$ cat config.mk
export PLATFORM = sky130hd
export DESIGN_NAME = onehot_decoder
export DESIGN_NICKNAME = d
export VERILOG_FILES = /design/src/rtl/onehot_decoder_pkg.sv /design/src/rtl/onehot_decoder_skid.sv /design/src/rtl/onehot_decoder.sv
export SDC_FILE = /design/constraint.sdc
export NUM_CORES = 1
export LEC_CHECK = 0
export BUFFER_PORTS_ARGS = -buffer_cell sky130_fd_sc_hd__buf_2
export CAP_MARGIN = 20
export CORE_AREA = 2 2 39 41
export DETAILED_ROUTE_END_ITERATION = 12
export DIE_AREA = 0 0 41 43
export SLEW_MARGIN = 0
export SYNTH_ARGS = -nofsm -noshare
export SYNTH_HDL_FRONTEND = slang
export SYNTH_SLANG_ARGS = --single-unit
$ cat constraint.sdc
create_clock -name clk -period 1.7 [get_ports clk]
set_input_delay 0.255 -clock clk [delete_from_list [all_inputs] [get_ports clk]]
set_output_delay 0.255 -clock clk [all_outputs]
set_load 0.01 [all_outputs]
$ cat src/rtl/onehot_decoder_pkg.sv
// onehot_decoder_pkg
// Shared types and helpers for the registered binary-to-one-hot decoder.
//
// Contents:
//   IN_W_DEFAULT  default code width of the decoder
//   MAX_IN_W      widest code the shared onehot() helper can decode
//   entry_t       one buffered word {code, en} at the default width
//   skid_state_t  occupancy of the 2-entry skid buffer (EMPTY, ONE, TWO)
//   onehot()      decode helper used by the RTL and by the bench model

package onehot_decoder_pkg;

    localparam int IN_W_DEFAULT = 2;
    localparam int MAX_IN_W     = 8;
    localparam int MAX_OUT_W    = 1 << MAX_IN_W;

    typedef struct packed {
        logic [IN_W_DEFAULT-1:0] code;
        logic                    en;
    } entry_t;

    typedef enum logic [1:0] {
        EMPTY = 2'd0,
        ONE   = 2'd1,
        TWO   = 2'd2
    } skid_state_t;

    // Decodes at the widest supported size; callers keep the low
    // (1 << their IN_W) bits. A disabled word decodes to all zeros.
    function automatic logic [MAX_OUT_W-1:0] onehot(
        input logic [MAX_IN_W-1:0] code,
        input logic                en
    );
        logic [MAX_OUT_W-1:0] word;
        word = '0;
        if (en) begin
            word[code] = 1'b1;
        end
        return word;
    endfunction

endpackage

$ cat src/rtl/onehot_decoder_skid.sv
// onehot_decoder_skid
// Generic 2-entry ready/valid skid buffer. Words leave in arrival order,
// none are dropped or duplicated. in_ready comes straight from the state
// register, so there is no combinational path from out_ready to in_ready.
//
// Parameters:
//   T          type of one buffered word (default entry_t)
// Ports:
//   clk        clock, rising edge
//   rst        synchronous active-high reset; also holds in_ready low
//   in_valid   upstream offers in_data
//   in_ready   buffer can take a word this cycle (state != TWO)
//   in_data    word offered by upstream
//   out_valid  head word available (state != EMPTY)
//   out_ready  downstream takes the head word
//   out_data   head word, stable while out_valid && !out_ready

module onehot_decoder_skid
    import onehot_decoder_pkg::*;
#(
    parameter type T = entry_t
) (
    input  logic clk,
    input  logic rst,
    input  logic in_valid,
    output logic in_ready,
    input  T     in_data,
    output logic out_valid,
    input  logic out_ready,
    output T     out_data
);

    skid_state_t state;
    T            head;
    T            tail;
    logic        in_fire;
    logic        out_fire;

    assign in_ready  = !rst && (state != TWO);
    assign out_valid = (state != EMPTY);
    assign out_data  = head;
    assign in_fire   = in_valid && in_ready;
    assign out_fire  = out_valid && out_ready;

    // head is always the oldest word; tail only holds a word in TWO.
    // In ONE with both transfers the head leaves and the new word takes
    // its place, so occupancy stays at one.
    always_ff @(posedge clk) begin
        if (rst) begin
            state <= EMPTY;
            head  <= '0;
            tail  <= '0;
        end else begin
            case (state)
                EMPTY: begin
                    if (in_fire) begin
                        head  <= in_data;
                        state <= ONE;
                    end
                end
                ONE: begin
                    if (in_fire && out_fire) begin
                        head <= in_data;
                    end else if (in_fire) begin
                        tail  <= in_data;
                        state <= TWO;
                    end else if (out_fire) begin
                        state <= EMPTY;
                    end
                end
                TWO: begin
                    if (out_fire) begin
                        head  <= tail;
                        state <= ONE;
                    end
                end
                default: begin
                    state <= EMPTY;
                end
            endcase
        end
    end

endmodule

$ cat src/rtl/onehot_decoder.sv
// onehot_decoder
// Registered binary-to-one-hot decoder with ready/valid on both sides.
// Each accepted {in_code, in_en} is stored in a 2-entry skid buffer and
// decoded from the buffer head, so out_onehot is stable under backpressure.
// in_en = 0 yields an all-zero word.
//
// Optional feature: define ONEHOT_DECODER_HIST_EN to add per-output
// saturating histogram counters (hist_clr, hist_count, parameter CNT_W).
//
// Parameters:
//   IN_W        code width (up to MAX_IN_W); OUT_W = 1 << IN_W is derived
//   CNT_W       histogram counter width (ONEHOT_DECODER_HIST_EN only)
// Ports:
//   clk         clock, rising edge
//   rst         synchronous active-high reset
//   in_valid    input word offered
//   in_ready    block can accept a word this cycle
//   in_code     binary code to decode
//   in_en       decode enable sampled with in_code
//   out_valid   decoded word available
//   out_ready   downstream accepts the word
//   out_onehot  decoded word
//   hist_clr    clears all counters (ONEHOT_DECODER_HIST_EN only)
//   hist_count  counter i at [i*CNT_W +: CNT_W] (ONEHOT_DECODER_HIST_EN only)

module onehot_decoder
    import onehot_decoder_pkg::*;
#(
    parameter int IN_W = IN_W_DEFAULT
`ifdef ONEHOT_DECODER_HIST_EN
    ,
    parameter int CNT_W = 8
`endif
    ,
    localparam int OUT_W = 1 << IN_W
) (
    input  logic             clk,
    input  logic             rst,
    input  logic             in_valid,
    output logic             in_ready,
    input  logic [IN_W-1:0]  in_code,
    input  logic             in_en,
    output logic             out_valid,
    input  logic             out_ready,
    output logic [OUT_W-1:0] out_onehot
`ifdef ONEHOT_DECODER_HIST_EN
    ,
    input  logic                   hist_clr,
    output logic [OUT_W*CNT_W-1:0] hist_count
`endif
);

    typedef struct packed {
        logic [IN_W-1:0] code;
        logic            en;
    } word_t;

    word_t in_word;
    word_t head_word;

    assign in_word = {in_code, in_en};

    onehot_decoder_skid #(
        .T(word_t)
    ) u_skid (
        .clk       (clk),
        .rst       (rst),
        .in_valid  (in_valid),
        .in_ready  (in_ready),
        .in_data   (in_word),
        .out_valid (out_valid),
        .out_ready (out_ready),
        .out_data  (head_word)
    );

    // Decode is purely from the registered head; gating with out_valid keeps
    // the output at zero when the buffer is empty instead of showing the
    // last word that left.
    assign out_onehot = out_valid
                      ? OUT_W'(onehot(MAX_IN_W'(head_word.code), head_word.en))
                      : '0;

`ifdef ONEHOT_DECODER_HIST_EN
    localparam logic [CNT_W-1:0] CNT_MAX = '1;

    logic                             out_fire;
    logic [OUT_W-1:0][CNT_W-1:0]      counts;

    assign out_fire   = out_valid && out_ready;
    assign hist_count = counts;

    // Count each output transfer against its set bit. All-zero words touch
    // nothing, counters stop at all-ones, and a clear wins over an
    // increment in the same cycle.
    always_ff @(posedge clk) begin
        if (rst || hist_clr) begin
            counts <= '0;
        end else if (out_fire) begin
            for (int i = 0; i < OUT_W; i++) begin
                if (out_onehot[i] && (counts[i] != CNT_MAX)) begin
                    counts[i] <= counts[i] + CNT_W'(1);
                end
            end
        end
    end
`endif

endmodule

==> metrics.md, run 1 <==
| Metric | Value |
|---|---|
| Reg2Reg Depth | 3 |
| Worst Skew | roughly 0.0032 ns |
| Worst Hold Class | primary input to register |
| Tcrit/Tclk final | 90.3% |
| First-pass GRT wire length | 1700 um |
| CP Launch Type | register |
| Reg2reg start | u_skid.state[1]$_SDFFE_PP0P_ |
| Clk sinks | 8 |
| Leading cell type in the layout, fill and taps excluded | buf_2 |
| CP cell instances | or2_2 -> nand2_1 -> nor3b_1 -> buf_2 |
| Core area | roughly 0.0014 sq mm |
| DRT Pass-1 Iters | 3 |
| Layout cells sized above 1 | roughly 40% |
| Status | finished clean |
| R2r endpoint | u_skid.out_data[1]$_SDFFE_PP0P_ |
| CP top delay family | simple AND/OR/NAND/NOR gates |
| Setup tns final | 0 ns |
| HPWL Detailed | 752 um |
| Least-Margin Pin Slew | 0.446 ns |
| Post-route ant nets | 0 |
| Placed cell area | between 500 and 600 sq um |
| Post-Syn Nets | 60 |
| Number of vias per cell | approximately 5.5 |
| Max FO, Critical Path | 9 |
| Clk Latency, worst-skew pair | between 0.2 and 0.3 ns |
| Reg2reg setup slack | 0.43 ns |
| Req. time, crit path | between 1 and 1.5 ns |
| Grt total ovfl | 0 |
| Slowest-stage cell, CP | dfxtp_2 |
| Syn avg cell area | 9.35 sq um |
| CTS Buf Count | 3 |
| CTS clk-pin slew, worst paths | around 0.06 ns |
| Synthesis-stage register bit count | 8 |
| Fmax | roughly 0.65 GHz |
| CTS Root Buffer Type | clkbuf_4 |
| Port Buffers | 12 |
| Leakage | 0.245 nW |
| Max Cap Viol | 0 |
| Sequential area share after synthesis | 32.3% |
| Power density cells | roughly 750 mW/mm^2 |
| Routed WL | 999 um |
| GRT Total Usage | 15.0% |
| Dominant cell type by area after synthesis | dfxtp_1 |
| Die Y | 43 um |
| Hold depth | 3 |
| Worst Path Buf+Inv | 1 |
| Initial antenna violation count | 0 |
| Netlist cell types | 27 |
| WHS Endpoint | u_skid.tail[0]$_SDFFE_PP0P_ |
| WS Path Type | register to output pin |
| Full die area | roughly 0.0018 sq mm |
| I/O Pins | 13 |
| Worst path arrival time | around 1.3 ns |
| Post-Syn Area | 495 sq um |
| Post-synthesis cell count | 53 |
| Rows | 14 |
| TritonCTS clock tree | done |
| Register area | 163 sq um |
| Chip Width | ~41 um |
| Most frequent cells in the layout | 12 x buf_2, 6 x dfxtp_1, 4 x mux2i_1, 4 x a21oi_1 |
| Ant. Diodes | 0 |
| Hold path start | in_en |
| Max-slew violations | 0 |
| Critical path's largest stage delay | between 0.4 and 0.5 ns |
| Area grow syn2layout | 18.7% |
| Period minus WS final | 1.53 ns |
| Final #Nets | 74 |
| Multi-input logic area | 323 sq um |
| Fin. Hold Viols | 0 |
| RePlAce Congestion | 0.775 |
| Setup violators final | 0 |
| Hold Buf Count CTS | 0 |
| Unrepaired setup endpoints after global routing | no |
| Slew headroom | 69.9% |
| Synth warnings | 0 |
| Fillers | 142 |
| 1st-iter DRT viols | 1 |
| # DRC | 0 |
| DR vias | 447 |
| Vias in the first global route | 400 |
| # Post-CTS Setup Buffers | 0 |
| Maximum clock insertion buffer count | 2 |
| Largest net degree at the start of global routing | 14 |
| Synth area leaders | dfxtp_1 32%, mux2i_1 8.1%, a211oi_2 7.6% |
| Fin area | 588 sq um |
| Routed wire per std cell | 12.3 um |
| Initial Util | between 30 and 40% |
| Share of the synthesized area in the top cell type | 32.3% |
| CP Capture Type | output pin |
| Peak VDD IR | 0.532 mV |
| H-tree depth | 1 |
[synthesized netlist by cell type]
cell and instances:
buf_2 1, nand3_1 3, nand2_1 2, mux2i_1 4, a211oi_2 3, or3b_1 2, and3b_1 1, clkbuf_1 1
nor2_1 2, dfxtp_1 8, or3_4 1, nor4bb_2 1, nand2b_1 1, or2_2 1, nor3_1 1, a2bb2oi_1 1
nor4b_2 1, nor3b_1 2, nor3b_2 1, or2b_1 1, a21oi_1 4, buf_1 1, nor4_1 3, o21ai_0 3
and4_1 1, nor2b_1 2, o21ba_2 1
[cells by family (layout without fill, tap and decap cells)]
family          after synthesis  count (layout)  share of synthesized area, %
buf+inv                       3              15                          2.52
flops                         8               8                          32.3
mux                           4               4                          8.08
simple gates                 26              26                          38.6
compound gates               12              12                          18.4
[area by class of cell]
cell class | instances | share of cell area, %
multi-input cells | 42 | 54.9
flip-flops and latches | 8 | 27.7
repair buffers | 12 | 10.2
clock buffers | 3 | 3.83
well taps | 16 | 3.40
[what timing repair did]
action,4_1_cts,5_1_grt
endpoints found under the setup margin,0,3
resized for setup,0,2
endpoints found under the hold margin,0,0
[tightest hold or removal path: stages]
cell and delay, ns:
buf_2 0.10, nand3_1 0.06, a21oi_1 0.05
[per-layer routing]
| metal | wire [um] | track usage, % | vias to the layer above |
|---|---|---|---|
| met2 | 428 | 18.1 | 12 |
| met3 | 69 | 9.42 | 2 |
| li1 | - | - | 229 |
| met4 | 10 | 8.00 | 0 |
| met5 | 0 | 0 | - |
| met1 | 490 | 19.8 | 204 |
[state kept, by name (all words and copies together), names as in the netlist]
name / flops
u_skid.state: 2
u_skid.tail: 3
u_skid.out_data: 3
[worst max-delay path by stage]
stage | from | to | slack, ns | depth (start not counted)
2_1_floorplan | u_skid.state[1]$_SDFFE_PP0P_ | out_onehot[2] | 0.40 | 4
3_3_place_gp | u_skid.state[1]$_SDFFE_PP0P_ | out_onehot[2] | 0.36 | 4
3_5_place_dp | u_skid.state[1]$_SDFFE_PP0P_ | out_onehot[1] | 0.33 | 4
4_1_cts | u_skid.state[1]$_SDFFE_PP0P_ | out_onehot[1] | 0.04 | 4
5_1_grt | u_skid.state[1]$_SDFFE_PP0P_ | out_onehot[1] | 0.03 | 4
6_report | u_skid.state[1]$_SDFFE_PP0P_ | out_onehot[1] | 0.17 | 4
[through the flow]
stage | std cells | setup slack [ns] | hold slack [ns] | util [%] | total power [W]
2_1_floorplan | 53 | 0.399 | 0.403 | - | 0.000269
3_3_place_gp | 78 | 0.362 | 0.466 | 40.7 | 0.000294
3_5_place_dp | 78 | 0.326 | 0.471 | 40.7 | 0.000295
4_1_cts | 81 | 0.0353 | 0.259 | 42.3 | 0.000443
5_1_grt | 81 | 0.0333 | 0.258 | 42.5 | 0.000472
6_report | 81 | 0.165 | 0.260 | 42.5 | 0.000440
[where the power goes]
group / internal, W / total, W / switching (W)
Combinational: 0.0000406 / 0.0000808 / 0.0000402
Sequential: 0.000199 / 0.000210 / 0.0000116
Clock: 0.0000810 / 0.000148 / 0.0000674
Power figures use the tool's default switching activity.
==> inputs of run 2 (changes only) <==
--- a/config.mk
+++ b/config.mk
@@ -10,6 +10,7 @@
 export CORE_AREA = 2 2 39 41
 export DETAILED_ROUTE_END_ITERATION = 12
 export DIE_AREA = 0 0 41 43
+export GPL_TIMING_DRIVEN = 0
 export SLEW_MARGIN = 0
 export SYNTH_ARGS = -nofsm -noshare
 export SYNTH_HDL_FRONTEND = slang
==> metrics.md, run 2 (synthesis gave the netlist of run 1 again) <==
| Metric | Value |
|---|---|
| Maximum clock insertion buffer count | 2 (unchanged) |
| Fillers | 148 (+4.2%) |
| Leakage | 0.250 nW (+2.2%) |
| HPWL Detailed | 769 um (+2.2%) |
| CP Launch Type | register |
| DR WL met3 | 81 um (+17%) |
| Max Used Layer | met3 |
| Port Buffers | 12 (unchanged) |
| Setup tns final | 0 ns (unchanged) |
| Worst path arrival time | 1.37 ns (+0.09 ns) |
| Rows | 14 (unchanged) |
| Core area | 0.00138 sq mm (unchanged) |
| Max Cap Viol | 0 (unchanged) |
| Multi-input logic area | 323 sq um (unchanged) |
| Worst Skew | 0.00627 ns (+0.00303 ns) |
| Routed wire per std cell | 12.2 um (-1.1%) |
| I/O Pins | 13 (unchanged) |
| Routed WL | 1010 um (+1.3%) |
| DRT Pass-1 Iters | 4 (+1) |
| Final #Nets | 76 (+2.7%) |
| GRT Total Usage | 13.4% (-1.6 points) |
| Ant. Diodes | 0 (unchanged) |
| Total power draw | 0.000440 W (+0.21%) |
| TritonCTS clock tree | done |
| CTS clk-pin slew, worst paths | 0.06 ns (about the same) |
| Peak VDD IR | 0.435 mV (-18%) |
| CTS Buf Count | 3 (unchanged) |
| CP Capture Type | output pin |
| Die Y | 43 um (unchanged) |
| DR vias | 446 (-0.22%) |
| Max FO, Critical Path | 9 (unchanged) |
| Worst Hold Class | primary input to register |
| First-pass GRT wire length | 1570 um (-7.7%) |
| Largest net degree at the start of global routing | 11 (-3) |
| Fmax | 0.615 GHz (-5.6%) |
| H-tree depth | 1 (unchanged) |
| Full die area | 0.00176 sq mm (unchanged) |
| Max-slew violations | 0 (unchanged) |
| Most frequent cells in the layout | 12 x buf_2, 8 x dfxtp_1, 4 x clkbuf_4, 4 x mux2i_1, 4 x a21oi_1 |
| Period minus WS final | 1.63 ns (+0.0918 ns) |
| Fin. Hold Viols | 0 (unchanged) |
| Initial antenna violation count | 0 (unchanged) |
| Number of vias per cell | 5.37 (-2.6%) |
| Post-route ant nets | 0 (unchanged) |
| Tcrit/Tclk final | 95.7% (+5.4 points) |
| 1st-iter DRT viols | 1 (unchanged) |
| RePlAce Congestion | 0.710 (-8.3%) |
| Req. time, crit path | 1.44 ns (about the same) |
| Power density cells | 738 mW/mm^2 (-1.3%) |
| Placed cell area | 576 sq um (+2.2%) |
| M1 WL | 497 um (+1.4%) |
| Status | finished clean |
| Setup violators final | 0 (unchanged) |
| Layout cells sized above 1 | 37.3% (-2.7 points) |
| Clk sinks | 8 (unchanged) |
| Clk Latency, worst-skew pair | 0.26 ns (about the same) |
| Final setup margin | 0.0735 ns (-0.0918 ns) |
| Vias in the first global route | 378 (-5.5%) |
| Least-Margin Pin Slew | 0.501 ns (+0.0558 ns) |
| Smallest hold slack | 0.260 ns (-0.000156 ns) |
| WL met2 | 432 um (+0.93%) |
| Unrepaired setup endpoints after global routing | no |
| Area grow syn2layout | 20.5% |
| Grt total ovfl | 0 (unchanged) |
| Hold Buf Count CTS | 0 (unchanged) |
| Initial Util | 35.8% (unchanged) |
| # DRC | 0 (unchanged) |
| Slew headroom | 66.6% (-3.3 points) |
| Fin area | 597 sq um (+1.5%) |
| Leading cell type in the layout, fill and taps excluded | buf_2 |
| WS Path Type | register to output pin |
| Pre-CTS WS | 0.341 ns (+0.0147 ns) |
| CTS Root Buffer Type | clkbuf_4 |
| Chip Width | 41 um (unchanged) |
| Register area | 160 sq um (-1.5%) |
-- run 2: cell count changes in the layout (fill, tap and decap cells not counted), sizes merged --
| cell | previous run | this run |
|---|---|---|
| buf | 12 | 13 |
| clkbuf | 3 | 4 |
-- run 2: timing repair --
item,in CTS,in global routing
setup buffers,0,0
endpoints found under the setup margin,0,3
gates resized for setup,0,1
-- run 2: stage by stage --
| stage | utilization [%] | instances |
|---|---|---|
| finish | 43.1 | 83 |
| detailed placement | 41.6 | 81 |
| global route | 43.1 | 83 |
| floorplan | - | 53 |
| global placement | 41.6 | 81 |
| CTS | 43.2 | 84 |
-- run 2: layer usage --
metal  global-route usage [%]  up-vias
li1                         -      231
met4                     2.00        0
met2                     16.9       15
met3                     9.42        0
met5                        0        -
met1                     18.8      200
-- run 2: cell type report --
| class | count | share of cell area [%] |
|---|---|---|
| multi-input cells | 42 | 54.1 |
| flip-flops and latches | 8 | 26.8 |
| repair buffers | 12 | 10.1 |
| clock buffers | 3 | 3.77 |
| well taps | 16 | 3.35 |
| plain buffers | 2 | 1.89 |
-- run 2: worst paths after layout --
| kind | endpoint | cells past startpoint | startpoint | slack, ns |
|---|---|---|---|---|
| worst min-delay path | u_skid.tail[0]$_SDFFE_PP0P_ | 3 | in_en | 0.26 |
| worst min register to register | u_skid.tail[1]$_SDFFE_PP0P_ | 2 | u_skid.tail[1]$_SDFFE_PP0P_ | 0.49 |
| worst max register to register | u_skid.out_data[1]$_SDFFE_PP0P_ | 4 | u_skid.state[1]$_SDFFE_PP0P_ | 0.33 |
| worst max-delay path | out_onehot[3] | 4 | u_skid.state[1]$_SDFFE_PP0P_ | 0.07 |
-- run 2: power by group --
part	internal (W)	leakage [nW]	total, W	switching (W)
clock network	0.0000810	0.0138	0.000149	0.0000681
registers	0.000198	0.0655	0.000209	0.0000105
logic	0.0000416	0.171	0.0000826	0.0000411
-- run 2: critical path: stages (launching register included) --
cell,delay (ns)
dfxtp_1,0.30
clkbuf_4,0.17
or2_2,0.30
and4_1,0.21
buf_2,0.13
